$ cat src/rtl/regfile_pkg.sv
// rtl/regfile_pkg.sv - shared constants and types for the scoreboarded register file
package regfile_pkg;

   localparam int DW_DEF   = 32;
   localparam int AW_DEF   = 5;
   localparam int NR_DEF   = 2;
   localparam int REG_ZERO = 0;

   typedef logic [2**AW_DEF-1:0] pend_t;
   typedef logic [AW_DEF:0]      pcnt_t;

endpackage

$ cat src/rtl/regfile_sb_if.sv
// rtl/regfile_sb_if.sv - read/write/mark bus between the pipeline and the register file
interface regfile_sb_if #(
   parameter int DW = 32,
   parameter int AW = 5,
   parameter int NR = 2
);
   logic [NR*AW-1:0] Ra;
   logic [NR*DW-1:0] Qa;
   logic [NR-1:0]    Busy;
   logic             We;
   logic [AW-1:0]    Wn;
   logic [DW-1:0]    D;
   logic             Mk;
   logic [AW-1:0]    Mn;
   logic             Flush;
   logic [AW:0]      Pcnt;

   modport master (output Ra, We, Wn, D, Mk, Mn, Flush, input Qa, Busy, Pcnt);
   modport slave  (input Ra, We, Wn, D, Mk, Mn, Flush, output Qa, Busy, Pcnt);
endinterface

$ cat src/rtl/regfile_scoreboard.sv
// rtl/regfile_scoreboard.sv - pending-producer bits and their popcount counter
// Priority: flush, then mark, then writeback clear.
module regfile_scoreboard
   import regfile_pkg::*;
#(
   parameter int AW = AW_DEF
) (
   input  logic              clk,
   input  logic              rst_n,
   input  logic              mk,
   input  logic [AW-1:0]     mn,
   input  logic              we,
   input  logic [AW-1:0]     wn,
   input  logic              flush,
   output logic [2**AW-1:0]  pend,
   output logic [AW:0]       pcnt
);
   localparam int CW = AW + 1;

   logic              set_ok;
   logic              clr_ok;
   logic [2**AW-1:0]  pend_nxt;
   logic [AW:0]       pcnt_nxt;

   // A same-register mark means a newer producer, so it suppresses the clear.
   assign set_ok = mk && (mn != AW'(REG_ZERO));
   assign clr_ok = we && (wn != AW'(REG_ZERO)) && !(set_ok && (mn == wn));

   always_comb begin
      pend_nxt = pend;
      pcnt_nxt = pcnt;
      if (flush) begin
         pend_nxt = '0;
         pcnt_nxt = '0;
      end else begin
         if (clr_ok) pend_nxt[wn] = 1'b0;
         if (set_ok) pend_nxt[mn] = 1'b1;
         pcnt_nxt = pcnt + CW'(set_ok && !pend[mn]) - CW'(clr_ok && pend[wn]);
      end
      pend_nxt[0] = 1'b0;
   end

   always_ff @(posedge clk or negedge rst_n) begin
      if (!rst_n) begin
         pend <= '0;
         pcnt <= '0;
      end else begin
         pend <= pend_nxt;
         pcnt <= pcnt_nxt;
      end
   end

endmodule

$ cat src/rtl/regfile_sb.sv
// rtl/regfile_sb.sv - multi-read-port register file with pending scoreboard
// REGFILE_BYPASS_EN: same-cycle write-through to matching read ports, which also clears their Busy.
module regfile_sb
   import regfile_pkg::*;
#(
   parameter int DW = DW_DEF,
   parameter int AW = AW_DEF,
   parameter int NR = NR_DEF
) (
   input logic         Clk,
   input logic         Clrn,
   regfile_sb_if.slave bus
);
   logic [DW-1:0]     mem [2**AW];
   logic [2**AW-1:0]  pend;
   logic              wr_en;
   logic [NR*DW-1:0]  qa;
   logic [NR-1:0]     busy;

   assign wr_en = bus.We && (bus.Wn != AW'(REG_ZERO));

   always_ff @(posedge Clk or negedge Clrn) begin
      if (!Clrn) begin
         for (int i = 0; i < 2**AW; i++) mem[i] <= '0;
      end else if (wr_en) begin
         mem[bus.Wn] <= bus.D;
      end
   end

   always_comb begin
      qa   = '0;
      busy = '0;
      for (int k = 0; k < NR; k++) begin
         if (bus.Ra[k*AW +: AW] != AW'(REG_ZERO)) begin
            qa[k*DW +: DW] = mem[bus.Ra[k*AW +: AW]];
            busy[k]        = pend[bus.Ra[k*AW +: AW]];
         end
`ifdef REGFILE_BYPASS_EN
         if (wr_en && (bus.Wn == bus.Ra[k*AW +: AW])) begin
            qa[k*DW +: DW] = bus.D;
            busy[k]        = 1'b0;
         end
`endif
      end
   end

   assign bus.Qa   = qa;
   assign bus.Busy = busy;

   regfile_scoreboard #(.AW(AW)) u_sb (
      .clk   (Clk),
      .rst_n (Clrn),
      .mk    (bus.Mk),
      .mn    (bus.Mn),
      .we    (bus.We),
      .wn    (bus.Wn),
      .flush (bus.Flush),
      .pend  (pend),
      .pcnt  (bus.Pcnt)
   );

endmodule

$ cat src/flat_wrapper.sv
// flat-port wrapper written by rule: the top's interface ports become plain ports
module regfile_sb_flat import regfile_pkg::*;
#(
   parameter int DW = DW_DEF,
   parameter int AW = AW_DEF,
   parameter int NR = NR_DEF
)
  (Clk, Clrn, bus_Ra, bus_We, bus_Wn, bus_D, bus_Mk, bus_Mn, bus_Flush, bus_Qa, bus_Busy, bus_Pcnt);
  regfile_sb_if #(.DW(DW), .AW(AW), .NR(NR)) bus_i ();
  input logic Clk;
  input logic Clrn;
  input wire logic [$bits(bus_i.Ra)-1:0] bus_Ra;
  input wire logic [$bits(bus_i.We)-1:0] bus_We;
  input wire logic [$bits(bus_i.Wn)-1:0] bus_Wn;
  input wire logic [$bits(bus_i.D)-1:0] bus_D;
  input wire logic [$bits(bus_i.Mk)-1:0] bus_Mk;
  input wire logic [$bits(bus_i.Mn)-1:0] bus_Mn;
  input wire logic [$bits(bus_i.Flush)-1:0] bus_Flush;
  output wire logic [$bits(bus_i.Qa)-1:0] bus_Qa;
  output wire logic [$bits(bus_i.Busy)-1:0] bus_Busy;
  output wire logic [$bits(bus_i.Pcnt)-1:0] bus_Pcnt;
  assign bus_i.Ra = bus_Ra;
  assign bus_i.We = bus_We;
  assign bus_i.Wn = bus_Wn;
  assign bus_i.D = bus_D;
  assign bus_i.Mk = bus_Mk;
  assign bus_i.Mn = bus_Mn;
  assign bus_i.Flush = bus_Flush;
  assign bus_Qa = bus_i.Qa;
  assign bus_Busy = bus_i.Busy;
  assign bus_Pcnt = bus_i.Pcnt;
  regfile_sb #(.DW(DW), .AW(AW), .NR(NR)) u_core (.Clk(Clk), .Clrn(Clrn), .bus(bus_i));
endmodule
$ cat config.mk
export PLATFORM = sky130hd
export DESIGN_NAME = regfile_sb_flat
export DESIGN_NICKNAME = d
export VERILOG_FILES = /design/src/rtl/regfile_pkg.sv /design/src/rtl/regfile_sb_if.sv /design/src/rtl/regfile_scoreboard.sv /design/src/rtl/regfile_sb.sv /design/src/flat_wrapper.sv
export SDC_FILE = /design/constraint.sdc
export NUM_CORES = 2
export LEC_CHECK = 0
export CAP_MARGIN = 20
export CORE_ASPECT_RATIO = 0.7
export CORE_MARGIN = 2
export CORE_UTILIZATION = 46
export CTS_CLUSTER_DIAMETER = 200
export DETAILED_ROUTE_END_ITERATION = 8
export GPL_TIMING_DRIVEN = 0
export PLACE_DENSITY_LB_ADDON = 0.25
export SETUP_SLACK_MARGIN = 0.2
export SLEW_MARGIN = 20
export SYNTH_ARGS = -nofsm -noshare
export SYNTH_HDL_FRONTEND = slang
export SYNTH_SLANG_ARGS = --single-unit
$ cat constraint.sdc
create_clock -name Clk -period 3.4 [get_ports Clk]
set_clock_uncertainty 0.1 [all_clocks]
set_input_delay 0.68 -clock Clk [delete_from_list [all_inputs] [get_ports Clk]]
set_output_delay 0.68 -clock Clk [all_outputs]
set_load 0.02 [all_outputs]
==> flow_summary.ini <==
[die]
die_h_um = 298
design.core.area_um2 = 122000
dieArea_um2 = 127000
rows = 107
start_util_pct = 46.6
fp.dieW_um = 424
io_pins = 129

[logic_synthesis]
syn_area_per_cell_um2 = 15.5
ys_ff_latch = 1061
ys_types = 52
ys.flop_type = dfrtp_1
yosysWarnings = 0
synth_area_leader_cell = dfrtp_1
mappedNetlistArea_um2 = 56900
async_flop_share_pct = 100
yosysTopAreaCellShare_pct = 46.7
synthesis.nets = 3739
synth-seq-area-share_pct = 46.7
synth-edff-count = 0
synth_cells = 3675
ys_top_cells_by_area = dfrtp_1, mux4_2, mux2_2

[sta]
max_freq_mhz = 275
rsz0062_at_grt = yes
max_slew_margin_pct = 23.2
worst-slew-pin-transition_ns = 1.15
timing.setup.tns_ns = -5.38
fin_ws_ns = -0.240
fin_crit_ns = 3.64
post-route-period-util_pct = 107
setup_viol = 48
finalHoldViolations = 0
maxSlewViolCount = 0

[power]
seqPwrFrac_pct = 42.6
comb_power_share_pct = 25.5
pwr-share-clk_pct = 31.8
swShare_pct = 29.9
p_int_mw = 27.6
power_leakage_nw = 30.0
p_switching_mw = 11.8
p_per_area_nw_per_um2 = 561
ir_drop_mv = 0.428

[worst_setup_path]
path_class = in -> out
required_ns = 2.62
cp.arrival_ns = 2.86
cp_max_fo = 6
critPathLaunchType = input pin
critPathCaptureType = output port

[placed_design]
dp_slack_ns = -2.58
gp_congestion = 0.986
dp_hpwl_um = 161000
port_buffers = 115

[grt]
grt_overflow = 0
grt_pass1_vias = 40200
grt_max_degree = 138
grtUsageTotal_pct = 38.4
antenna_found_initial = 9
grt_first_pass_wirelength_um = 331000

[cts]
clock-sinks = 1061
cts_max_path_buffers = 3
cts_tree = built
clock_latency_ns = 0.75
clk_pin_slew_ns = 0.07
root_buffer = clkbuf_16
cts_buffers = 103
ctsHtreeMaxLevel = 3

[job]
drv_cap = 0

[layout]
area_growth_pct = 23.5
final_layout_size_suffix_gt1_share_pct = 60.6
nets = 4148

[detailed_routing]
drtIter0Drc = 6522
drc = 0
drt-total-wl_um = 246000
firstDrtPassIters = 7
wl_per_cell_um = 42.2
viasPerCell = 7.14
vias = 41500
antenna_left = 0

[run_status]
violations = setup timing
status = complete, but fails checks

[hold_path]
hold_path_class = reg -> reg
==> layout make-up <==
cell class,count,area [um^2]
sequential,1061,26600
clock buffer,147,3020
fill,9408,51900
clock inverter,45,571
multi-input combinational,2133,29800
timing repair buffer,304,4120
antenna,11,27.5
buffer,427,3820
inverter,54,253
tap,1635,2050
==> state kept, by name, indices dropped and copies added, names as in the netlist <==
name,flops
u_core.u_sb.pcnt,6
u_core.mem,1024
u_core.u_sb.pend,31
==> layout by cell type, fill, tap and decap left out, types with 12 or more instances in the layout <==
| cell type | synthesis | routed |
|---|---|---|
| dfrtp_1 | 1061 | 1060 |
| mux2_4 | 0 | 16 |
| buf_4 | 22 | 100 |
| a32oi_2 | 0 | 17 |
| nand2_1 | 48 | 29 |
| buf_2 | 172 | 98 |
| mux4_2 | 578 | 578 |
| inv_2 | 0 | 12 |
| inv_1 | 29 | 19 |
| clkdlybuf4s50_1 | 0 | 45 |
| buf_6 | 13 | 102 |
| buf_8 | 0 | 30 |
| clkbuf_2 | 0 | 20 |
| a22oi_2 | 0 | 18 |
| clkbuf_16 | 0 | 120 |
| a21oi_1 | 26 | 22 |
| o22a_1 | 12 | 12 |
| a221oi_4 | 0 | 45 |
| or3_1 | 32 | 28 |
| buf_16 | 0 | 59 |
| buf_12 | 0 | 80 |
| clkbuf_1 | 207 | 161 |
| nor2_1 | 127 | 122 |
| mux2_2 | 1030 | 1014 |
| clkinv_2 | 0 | 40 |
| mux2i_1 | 41 | 34 |
| clkbuf_4 | 0 | 22 |
| o221ai_1 | 33 | 32 |
| clkbuf_8 | 0 | 36 |
| a221oi_2 | 0 | 18 |
==> critical path, stage by stage <==
cell	delay (ns)
buf_12	0.09
buf_12	0.12
buf_16	0.17
buf_16	0.15
buf_16	0.21
mux4_2	0.54
mux4_2	0.49
clkinv_2	0.09
a221oi_4	0.10
buf_6	0.17
==> cells in the mapped netlist, types with 2 or more instances <==
cell,number
inv_1,29
buf_4,22
nand2b_1,3
nor2_1,127
mux2i_1,41
nor3b_1,4
a22oi_1,29
dfrtp_1,1061
clkinv_1,25
and3b_1,2
a21oi_1,26
o221ai_1,33
xor2_1,4
mux4_2,578
buf_2,172
ha_1,6
buf_1,13
or3b_2,2
buf_6,13
nand4b_1,3
nor3_1,4
nand2_1,48
or3_1,32
nand3_1,7
nand3b_1,8
clkbuf_1,207
mux2_2,1030
nor2b_1,9
nand4bb_1,3
xnor2_1,5
nor4_1,3
a32oi_1,28
a22o_1,4
o22a_1,12
a21o_1,3
a221oi_1,63
==> routing by layer <==
| metal | GRT usage (%) | vias to the layer above | part of all wire [%] |
|---|---|---|---|
| met5 | 0.417 | - | 0.21 |
| li1 | - | 15200 | - |
| met4 | 17.7 | 28 | 5.6 |
| met1 | 51.8 | 22300 | 38 |
| met2 | 49.2 | 3390 | 39 |
| met3 | 22.1 | 685 | 17 |
==> metrics by stage <==
| stage | hold WS [ns] | area, um^2 | util [%] | total power [mW] | std cells |
|---|---|---|---|---|---|
| finish | 0.361 | 70200 | 57.5 | 39.4 | 5817 |
| global route | 0.394 | 70200 | 57.5 | 40.5 | 5810 |
| CTS | 0.360 | 69200 | 56.7 | 38.8 | 5760 |
| detailed placement | 0.346 | 61100 | 50.0 | 25.5 | 5454 |
| global placement | 0.340 | 60300 | 49.4 | 25.2 | 5425 |
| floorplan | 0.284 | 57100 | - | 22.3 | 3675 |
==> power by group through the flow <==
| stage | sequential [mW] | combinational (mW) | clock [mW] |
|---|---|---|---|
| floorplan | 16.2 | 6.07 | 0 |
| global placement | 16.9 | 8.31 | 0 |
| detailed placement | 16.9 | 8.65 | 0 |
| CTS | 16.6 | 9.66 | 12.5 |
| global route | 17.0 | 10.4 | 13.0 |
| finish | 16.8 | 10.1 | 12.5 |
==> timing repair <==
item | CTS | global route
hold buffers | 1 | 0
resized for setup | 1122 | 103
pin swaps | 71 | 30
setup buffers | 102 | 41
gates cloned | 11 | 5
endpoints found under the setup margin | 71 | 95
hold endpoints to repair | 91 | 0
==> path summary, 6_finish.rpt <==
check                      cells past startpoint                  end  slack (ns)                 start
setup reg to reg                              12  u_core.u_sb.pcnt[4]       -0.08  u_core.u_sb.pend[19]
hold reg to reg                                1     u_core.mem[1003]        0.36      u_core.mem[1003]
min in group asynchronous                      2      u_core.mem[482]        0.39                  Clrn
max in group asynchronous                      5      u_core.mem[982]        0.68                  Clrn
setup / recovery                              10           bus_Qa[25]       -0.24             bus_Ra[0]
hold / removal                                 1     u_core.mem[1003]        0.36      u_core.mem[1003]
==> kinds of logic (layout without fill, tap and decap cells) <==
group	after synthesis	in the layout	synth area share [%]
AO/OA/AOI/OAI	206	206	2.92
adder cells (fa/ha/maj)	7	7	0.167
XOR/XNOR	9	9	0.139
multiplexers	1649	1649	44.0
flip-flops	1061	1061	46.7
other	0	11	0
buffers and inverters	481	977	3.87
AND/OR/NAND/NOR	262	262	2.21
No activity file was read; power rests on OpenSTA's default activity.
